[src/rtl/bingo_ball_drawer_if.sv]
// Ball presentation handshake between the drawer and its consumer.
// Carries the drawn ball in BCD and binary plus its fallback flag.
interface bingo_ball_drawer_if #(
  parameter int CNT_W = 7
) ();

  logic             valid;
  logic             ready;
  logic [7:0]       bcd;
  logic [CNT_W-1:0] bin;
  logic             fallback;

  modport master (
    output valid,
    output bcd,
    output bin,
    output fallback,
    input  ready
  );

  modport slave (
    input  valid,
    input  bcd,
    input  bin,
    input  fallback,
    output ready
  );

endinterface

[src/rtl/bingo_ball_drawer.sv]
// Bingo ball drawer: filters BCD PRNG output into unique legal balls.
// Falls back to a linear bitmap scan after too many PRNG rejects.
module bingo_ball_drawer #(
  parameter int MAX_BALL  = 75,
  parameter int MAX_TRIES = 16,
  parameter int CNT_W     = 7
) (
  input  logic             i_clk,
  input  logic             i_rst,
  input  logic             i_new_game,
  input  logic             i_draw_req,
  input  logic [7:0]       i_prng_number,
  output logic             o_prng_step,
  bingo_ball_drawer_if.master ball,
  output logic [CNT_W-1:0] o_draw_count,
  output logic             o_all_drawn,
  output logic             o_busy
);

  localparam int TRY_W =
    (MAX_TRIES > 1) ? $clog2(MAX_TRIES) : 1;
  localparam int MAP_N = 2 ** CNT_W;

  localparam logic [TRY_W-1:0] LP_TRY_LAST =
    TRY_W'(MAX_TRIES - 1);
  localparam logic [7:0] LP_MAX8 = 8'(MAX_BALL);
  localparam logic [CNT_W-1:0] LP_MAXC =
    CNT_W'(MAX_BALL);

  typedef enum logic [2:0] {
    ST_IDLE,
    ST_SEARCH,
    ST_SCAN,
    ST_PRESENT,
    ST_DONE
  } state_t;

  state_t             r_state;
  state_t             w_next;
  logic [MAP_N-1:0]   r_bitmap;
  logic [CNT_W-1:0]   r_count;
  logic [TRY_W-1:0]   r_tries;
  logic [CNT_W-1:0]   r_ptr;
  logic [CNT_W-1:0]   r_bin;
  logic [7:0]         r_bcd;
  logic               r_fallback;

  logic [3:0]         w_tens;
  logic [3:0]         w_units;
  logic               w_digits_ok;
  logic [7:0]         w_v;
  logic               w_in_range;
  logic [CNT_W-1:0]   w_idx;
  logic               w_accept;
  logic               w_last_try;
  logic               w_scan_free;
  logic               w_handshake;

  function automatic logic [7:0] f_bin2bcd(
    input logic [CNT_W-1:0] b
  );
    logic [31:0] t;
    logic [31:0] u;
    t = 32'(b) / 32'd10;
    u = 32'(b) % 32'd10;
    return {t[3:0], u[3:0]};
  endfunction

  assign w_tens      = i_prng_number[7:4];
  assign w_units     = i_prng_number[3:0];
  assign w_digits_ok = (w_tens <= 4'd9) &&
                       (w_units <= 4'd9);
  assign w_v = ({4'd0, w_tens} * 8'd10) +
               {4'd0, w_units};

  // Range check comes first so the bitmap is
  // only ever indexed by a legal ball number.
  assign w_in_range = w_digits_ok &&
                      (w_v != 8'd0) &&
                      (w_v <= LP_MAX8);
  assign w_idx = w_in_range ? CNT_W'(w_v) : '0;

  assign w_accept    = w_in_range && !r_bitmap[w_idx];
  assign w_last_try  = (r_tries == LP_TRY_LAST);
  assign w_scan_free = !r_bitmap[r_ptr];
  assign w_handshake = (r_state == ST_PRESENT) &&
                       ball.ready;

  assign o_prng_step  = (r_state == ST_SEARCH);
  assign o_all_drawn  = (r_state == ST_DONE);
  assign o_busy       = (r_state == ST_SEARCH) ||
                        (r_state == ST_SCAN) ||
                        (r_state == ST_PRESENT);
  assign o_draw_count = r_count;

  assign ball.valid    = (r_state == ST_PRESENT);
  assign ball.bcd      = r_bcd;
  assign ball.bin      = r_bin;
  assign ball.fallback = r_fallback;

  // State register.
  always_ff @(posedge i_clk) begin
    if (i_rst) begin
      r_state <= ST_IDLE;
    end else begin
      r_state <= w_next;
    end
  end

  // Next-state decode; new_game aborts any draw.
  always_comb begin
    w_next = r_state;
    if (i_new_game) begin
      w_next = ST_IDLE;
    end else begin
      unique case (r_state)
        ST_IDLE: begin
          if (i_draw_req) w_next = ST_SEARCH;
        end
        ST_SEARCH: begin
          if (w_accept) w_next = ST_PRESENT;
          else if (w_last_try) w_next = ST_SCAN;
        end
        ST_SCAN: begin
          if (w_scan_free) w_next = ST_PRESENT;
        end
        ST_PRESENT: begin
          if (ball.ready) begin
            if (r_count == LP_MAXC) w_next = ST_DONE;
            else w_next = ST_IDLE;
          end
        end
        ST_DONE: w_next = ST_DONE;
        default: w_next = ST_IDLE;
      endcase
    end
  end

  // Drawn set, counters and the latched ball.
  always_ff @(posedge i_clk) begin
    if (i_rst || i_new_game) begin
      r_bitmap   <= '0;
      r_count    <= '0;
      r_tries    <= '0;
      r_ptr      <= '0;
      r_bin      <= '0;
      r_bcd      <= '0;
      r_fallback <= 1'b0;
    end else begin
      unique case (r_state)
        ST_IDLE: begin
          if (i_draw_req) r_tries <= '0;
        end
        ST_SEARCH: begin
          if (w_accept) begin
            r_bin           <= w_idx;
            r_bcd           <= i_prng_number;
            r_bitmap[w_idx] <= 1'b1;
            r_count         <= r_count + 1'b1;
            r_fallback      <= 1'b0;
          end else begin
            r_tries <= r_tries + 1'b1;
            if (w_last_try) r_ptr <= CNT_W'(1);
          end
        end
        ST_SCAN: begin
          if (w_scan_free) begin
            r_bin           <= r_ptr;
            r_bcd           <= f_bin2bcd(r_ptr);
            r_bitmap[r_ptr] <= 1'b1;
            r_count         <= r_count + 1'b1;
            r_fallback      <= 1'b1;
          end else begin
            r_ptr <= r_ptr + 1'b1;
          end
        end
        default: begin
        end
      endcase
    end
  end

  logic w_unused;
  assign w_unused = w_handshake;

endmodule

[src/flat_wrapper.sv]
// flat-port wrapper written by rule: the top's interface ports become plain ports
module bingo_ball_drawer_flat 
#(
  parameter int MAX_BALL  = 75,
  parameter int MAX_TRIES = 16,
  parameter int CNT_W     = 7
)
  (i_clk, i_rst, i_new_game, i_draw_req, i_prng_number, o_prng_step, o_draw_count, o_all_drawn, o_busy, ball_valid, ball_bcd, ball_bin, ball_fallback, ball_ready);
  bingo_ball_drawer_if #(.CNT_W(CNT_W)) ball_i ();
  input  logic i_clk;
  input  logic i_rst;
  input  logic i_new_game;
  input  logic i_draw_req;
  input  logic [7:0] i_prng_number;
  output logic o_prng_step;
  output logic [CNT_W-1:0] o_draw_count;
  output logic o_all_drawn;
  output logic o_busy;
  output wire logic [$bits(ball_i.valid)-1:0] ball_valid;
  output wire logic [$bits(ball_i.bcd)-1:0] ball_bcd;
  output wire logic [$bits(ball_i.bin)-1:0] ball_bin;
  output wire logic [$bits(ball_i.fallback)-1:0] ball_fallback;
  input wire logic [$bits(ball_i.ready)-1:0] ball_ready;
  assign ball_valid = ball_i.valid;
  assign ball_bcd = ball_i.bcd;
  assign ball_bin = ball_i.bin;
  assign ball_fallback = ball_i.fallback;
  assign ball_i.ready = ball_ready;
  bingo_ball_drawer #(.MAX_BALL(MAX_BALL), .MAX_TRIES(MAX_TRIES), .CNT_W(CNT_W)) u_core (.i_clk(i_clk), .i_rst(i_rst), .i_new_game(i_new_game), .i_draw_req(i_draw_req), .i_prng_number(i_prng_number), .o_prng_step(o_prng_step), .ball(ball_i), .o_draw_count(o_draw_count), .o_all_drawn(o_all_drawn), .o_busy(o_busy));
endmodule
[config.mk]
export PLATFORM = sky130hd
export DESIGN_NAME = bingo_ball_drawer_flat
export DESIGN_NICKNAME = d
export VERILOG_FILES = /design/src/rtl/bingo_ball_drawer_if.sv /design/src/rtl/bingo_ball_drawer.sv /design/src/flat_wrapper.sv
export SDC_FILE = /design/constraint.sdc
export NUM_CORES = 1
export LEC_CHECK = 0
export CAP_MARGIN = 30
export CORE_MARGIN = 3
export CORE_UTILIZATION = 29
export DETAILED_ROUTE_END_ITERATION = 10
export DONT_BUFFER_PORTS = 1
export GPL_TIMING_DRIVEN = 1
export HOLD_SLACK_MARGIN = 0.12
export PLACE_DENSITY = 0.42
export SLEW_MARGIN = 10
export SYNTH_ARGS = -nofsm -noshare
export SYNTH_HDL_FRONTEND = slang
export SYNTH_SLANG_ARGS = --single-unit
[constraint.sdc]
create_clock -name i_clk -period 9.65 [get_ports i_clk]
set_input_delay 1.4475 -clock i_clk [delete_from_list [all_inputs] [get_ports i_clk]]
set_output_delay 1.4475 -clock i_clk [all_outputs]
set_load 0.02 [all_outputs]
# --- Yosys cells after proc, flatten, opt, wreduce, memory -nomap -nowiden ---
# Index checks and enable logic that the tools add are counted.
op_classes:
  addsub: 4
  n_reduce_logical: 19
  magnitude_cmp: 7
  eq_ne: 14
  n_mul: 1
  div: 2
  n_mux: 38
  bitwise_logic: 2
op_table:
  columns: ["op", "n"]
  rows:
  - ["two-way mux 128 bit", 2]
  - ["OR 128 bit", 2]
  - ["one-hot mux 128 bit (2 select lines)", 1]
  - ["two-way mux 7 bit", 8]
  - ["one-hot mux 7 bit (2 select lines)", 3]
  - ["divider 7 x 4 -> 32 bit, second input constant", 1]
  - ["modulo 7 x 4 -> 32 bit, second input constant", 1]
  - ["two-way mux 3 bit", 6]
  - ["less-than comparator 7 x 8 -> 1 bit, second input constant", 2]
  - ["two-way mux 8 bit", 2]
  - ["one-hot mux 8 bit (2 select lines)", 1]
  - ["one-hot mux 3 bit (5 select lines)", 1]
  - ["adder 7 x 1 -> 7 bit, second input constant", 2]
  - ["binary-select mux 1 bit (select 7 bit)", 2]
  - ["demux 1 bit (select 7 bit)", 2]
  - ["greater-or-equal comparator 7 x 1 -> 1 bit, second input constant", 2]
  - ["adder 8 x 4 -> 8 bit", 1]
  - ["less-or-equal comparator 4 bit, second input constant", 2]
  - ["less-or-equal comparator 8 x 7 -> 1 bit, second input constant", 1]
  - ["two-way mux 4 bit", 2]
  - ["!= test 2 x 1 -> 1 bit, second input constant", 4]
  - ["one-hot mux 4 bit (2 select lines)", 1]
  - ["AND reduction 4 bit", 2]
  - ["nonzero test 8 bit", 1]
  - ["18 further kinds", 35]
totals:
  reg_bits: 165
  out_inout_bits: 27
  in_bits: 13

# --- Logic depth before layout (Yosys ltp) ---
depth:
  depth_word: 13
  mapped_depth: 17
  ltp_nobuf: 13

# --- Least setup slack after synthesis ---
# No wires, ideal clock.
synth_timing:
  path_type: "input to register"
  startpoint: "input port i_prng_number[5]"
  endpoint: "register u_core.r_bitmap[57]"
  n_path_buf: 3
  setup_slack_ns: 4.855
  cell_stages: 15
  arrival_time_ns: 4.667
  setup_ns: 0.128
  path_cell_list: "ha_1 ha_1 fa_1 clkbuf_1 a2111oi_1 o211ai_1 o211a_2 or3_4 a21o_1 a31oi_1 nor3_2 buf_6 buf_2 a21oi_1 nor2_1"
synth_via:
  elab_chain_cells: 13
  word_cells_on_any_way: 23
  cone_classes: "add/sub (1); mul (1); order compare (4); eq/ne (1); mux (7); bitwise (1); reduce/logical (8)"
synth_lines:
  columns: ["item", "line", "rtl"]
  rows:
  - ["start: declaration", "flat_wrapper.sv:14", "input logic [7:0] i_prng_number;"]
  - ["parallel branches: the longest is 13 deep, another holds adder 8 x 4 -> 8 bit", null, null]
  - ["end signal: assignment", "bingo_ball_drawer.sv:142", "r_bitmap <= '0;"]
  - ["end signal: indexed assignment", "bingo_ball_drawer.sv:158", "r_bitmap[w_idx] <= 1'b1;"]
  - ["end signal: indexed assignment", "bingo_ball_drawer.sv:170", "r_bitmap[r_ptr] <= 1'b1;"]
  - ["end: declaration", "bingo_ball_drawer.sv:40", "logic [MAP_N-1:0] r_bitmap;"]
# Parallel ways; which one is timed is not known. The select of a mux whose other input is x is not followed.
# A chain may end at the register's enable or synchronous reset.

# --- Worst setup path in the final report ---
layout_timing:
  startpoint: "input port i_prng_number[5]"
  endpoint: "register u_core.r_fallback, in the netlist u_core.ball.fallback"
layout_via:
  elab_chain_cells: 12
  word_cells_on_any_way: 15
  cone_classes: "add/sub (1); mul (1); order compare (2); eq/ne (1); mux (3); reduce/logical (7)"
layout_lines:
  columns: ["item", "line", "rtl"]
  rows:
  - ["parallel branches: the longest is 9 deep, another holds adder 8 x 4 -> 8 bit", null, null]
  - ["logical AND 1 bit *", "bingo_ball_drawer.sv:83", "assign w_accept = w_in_range && !r_bitmap[w_idx];"]
  - ["!= test 2 x 1 -> 1 bit (no line) *", null, null]
  - ["AND reduction 3 bit (no line) *", null, null]
  - ["end signal: assignment", "bingo_ball_drawer.sv:148", "r_fallback <= 1'b0;"]
  - ["end signal: assignment", "bingo_ball_drawer.sv:160", "r_fallback <= 1'b0;"]
  - ["end signal: assignment", "bingo_ball_drawer.sv:172", "r_fallback <= 1'b1;"]
  - ["end: declaration", "bingo_ball_drawer.sv:46", "logic r_fallback;"]
# Every way passes the cells marked *. The select of a mux whose other input is x is not followed.

==> flow_summary.toml <==
[timing]
tightest_slew_ps = 1040
maxClockFrequency_ghz = 0.172
post-route-period-util_pct = 60.2
tns_ps = 0
relSlewSlack_pct = 30.6
fin_skew_ps = 11.7
setup_viol = 0
slew_violations = 0
period_minus_slack_ps = 5810
finalHoldViolations = 0
holdWs_ps = 468
rsz0062_at_grt = "no"

[synth]
synthCells = 1168
synth_seq_area_share_pct = 34.7
ys_warn_count = 0
synth.net_count = 1196
netlist_area_mm2 = 0.00953
postSynth.asyncResetShare_pct = 0
synth-seq-cells = 165
avgSynthCellArea_um2 = 8.16
synth_cell_types = 87
synth-main-ff-cell = "dfxtp_1"
synth_edf_count = 0

[routing]
firstDrtPassIters = 6
drt_iter0_drc = 889
vias = 9120
wire_per_inst_um = 23.9
viasPerCell = 5.83
drt-total-wl_mm = 37.3
antenna_left = 0
drc_errors = 0

[clocking]
cts_setup_buffers = 0
numCtsBuffers = 17
cts_max_level = 4
hold_buffers = 0
clk_pin_slew_worst_paths_ps = 70
numClockSinks = 165
max-clock-path-buffers = 2
ctsResizeCount = 0
tritoncts = "built"
clock_latency_ps = 450
cts-root-buf = "clkbuf_16"

[layout]
nets = 1145
final_cell_area_mm2 = 0.0104
layout_commonest_cell = "nor2_1"
drive_gt1_share_pct = 10.3
utilization_pct = 32.6
syn2layout_area_growth_pct = 9.31
layout_common_cells = "nor2_1, dfxtp_1, a21oi_1"
diodes = 0
layout.cells.non_filler = 1563

[critical_path]
r2r-end = "u_core.ball.fallback"
reg2reg_depth = 13
required_ps = 9970
critPathCaptureType = "register"
arrival_ps = 6130
r2r_start = "u_core.r_ptr[2]"
reg2reg_setup_slack_ps = 4420
cp_max_fo = 62
crit_path_start_kind = "input pin"
crit_type = "in2reg"

[place]
gp_congestion = 0.888
hpwl_mm = 24.7
io_buffers = 0
dp_cells = 1533
postPlaceCellArea_mm2 = 0.00980

[global_routing]
grtUsageTotal_pct = 20.9
grt_pass1_vias = 8871
antenna_found_initial = 0
grt_max_degree = 63
gr-total-overflow = 0
grt_pass1_wl_mm = 57.2

[min_path]
hp-class = "reg2reg"
whs_path_depth = 2
hp-start = "u_core.r_bitmap[101]"
min_to = "u_core.r_bitmap[101]"

[job]
drv_cap = 0

[floorplanning]
core_mm2 = 0.0320
die_area_mm2 = 0.0351
io_pins = 40
die_w_um = 187
initial_core_util_pct = 29.8
rows = 65
die_h_um = 187

[outcome]
outcome = "finished clean"

[power]
p_leak_nw = 3.38
power_density_mw_per_mm2 = 160
peakVddDrop_mv = 0.0826
-- through the flow --
step           power, W  worst slack [ps]
2_1_floorplan  0.000860              4850
3_3_place_gp   0.000919              3490
3_5_place_dp   0.000918              3470
4_1_cts         0.00167              3920
5_1_grt         0.00172              3550
6_report        0.00166              3840
-- area by class of cell --
cell class | count | area [um2]
fillers | 3408 | 21500
clock buffers | 17 | 425
inverters | 19 | 73.8
well taps | 435 | 544
clock inverters | 13 | 196
repair buffers | 22 | 178
flip-flops and latches | 165 | 3310
multi-input cells | 892 | 5690
-- worst max-delay path by stage --
stage               slack [ps]              from                   end  cells past startpoint
floorplan                 4850  i_prng_number[5]   u_core.r_bitmap[57]                     15
global placement          3490  i_prng_number[1]  u_core.ball.fallback                     16
detailed placement        3470  i_prng_number[5]  u_core.ball.fallback                     15
CTS                       3920  i_prng_number[5]  u_core.ball.fallback                     15
global route              3550  i_prng_number[5]   u_core.r_bitmap[86]                     15
finish                    3840  i_prng_number[5]  u_core.ball.fallback                     15
-- power breakdown --
group | switching, W | internal [W]
Combinational | 0.000156 | 0.0000608
Clock | 0.000321 | 0.000436
Sequential | 0.00000642 | 0.000684
-- Yosys cell counts, types with 9 or more instances --
master    instances  area, um2
mux2i_1          27        270
mux2_2           18        203
a31oi_1          64        400
and2_1           11       68.8
dfxtp_1         165       3300
mux4_2           20        450
nand2_1          74        278
nor2_1          203        762
a221o_1           9       90.1
o211ai_1          9       67.6
buf_4            16        120
o22ai_1          79        494
inv_1            18       67.6
nor3_1           13       65.1
xnor2_1          13        114
a21oi_1         100        500
nand2b_1          9       56.3
nor2b_1          14       87.6
a221oi_1         14        123
a22oi_1           9       67.6
ha_1             13        163
o21ai_0          30        150
clkbuf_1         41        154
nand3_1          39        195
buf_2            22        110
-- state kept, by name, summed over array words and instances (netlist names) --
signal                flops
u_core.ball.bin           7
u_core.r_bitmap         128
u_core.r_tries            4
u_core.o_draw_count       7
u_core.r_ptr              7
u_core.r_state            3
u_core.ball.fallback      1
u_core.ball.bcd           8
-- critical path: stages --
cell	delay, ps
ha_1	270
ha_1	230
fa_1	740
nand2_1	120
o21ba_2	290
mux2i_1	270
and2_1	310
o211ai_1	220
a311oi_1	370
a21oi_1	190
nor3_4	150
buf_4	620
buf_4	590
o22a_1	230
nor2_1	40
-- metal layers --
metal / track usage, % / part of all wire [%] / vias to the layer above
li1: - / - / 4252
met3: 4.07 / 6.8 / 74
met5: 0 / 0 / -
met1: 28.2 / 44 / 4430
met4: 7.04 / 3.0 / 0
met2: 33.4 / 46 / 364
-- cell families after synthesis --
| family | after synthesis | synth area share [%] |
|---|---|---|
| AO/OA/AOI/OAI | 386 | 26.8 |
| buffers and inverters | 111 | 5.70 |
| multiplexers | 67 | 9.93 |
| XOR/XNOR | 18 | 1.65 |
| AND/OR/NAND/NOR | 406 | 19.2 |
| flip-flops | 165 | 34.7 |
| adder cells (fa/ha/maj) | 15 | 2.13 |
No activity file was read; power rests on OpenSTA's default activity.
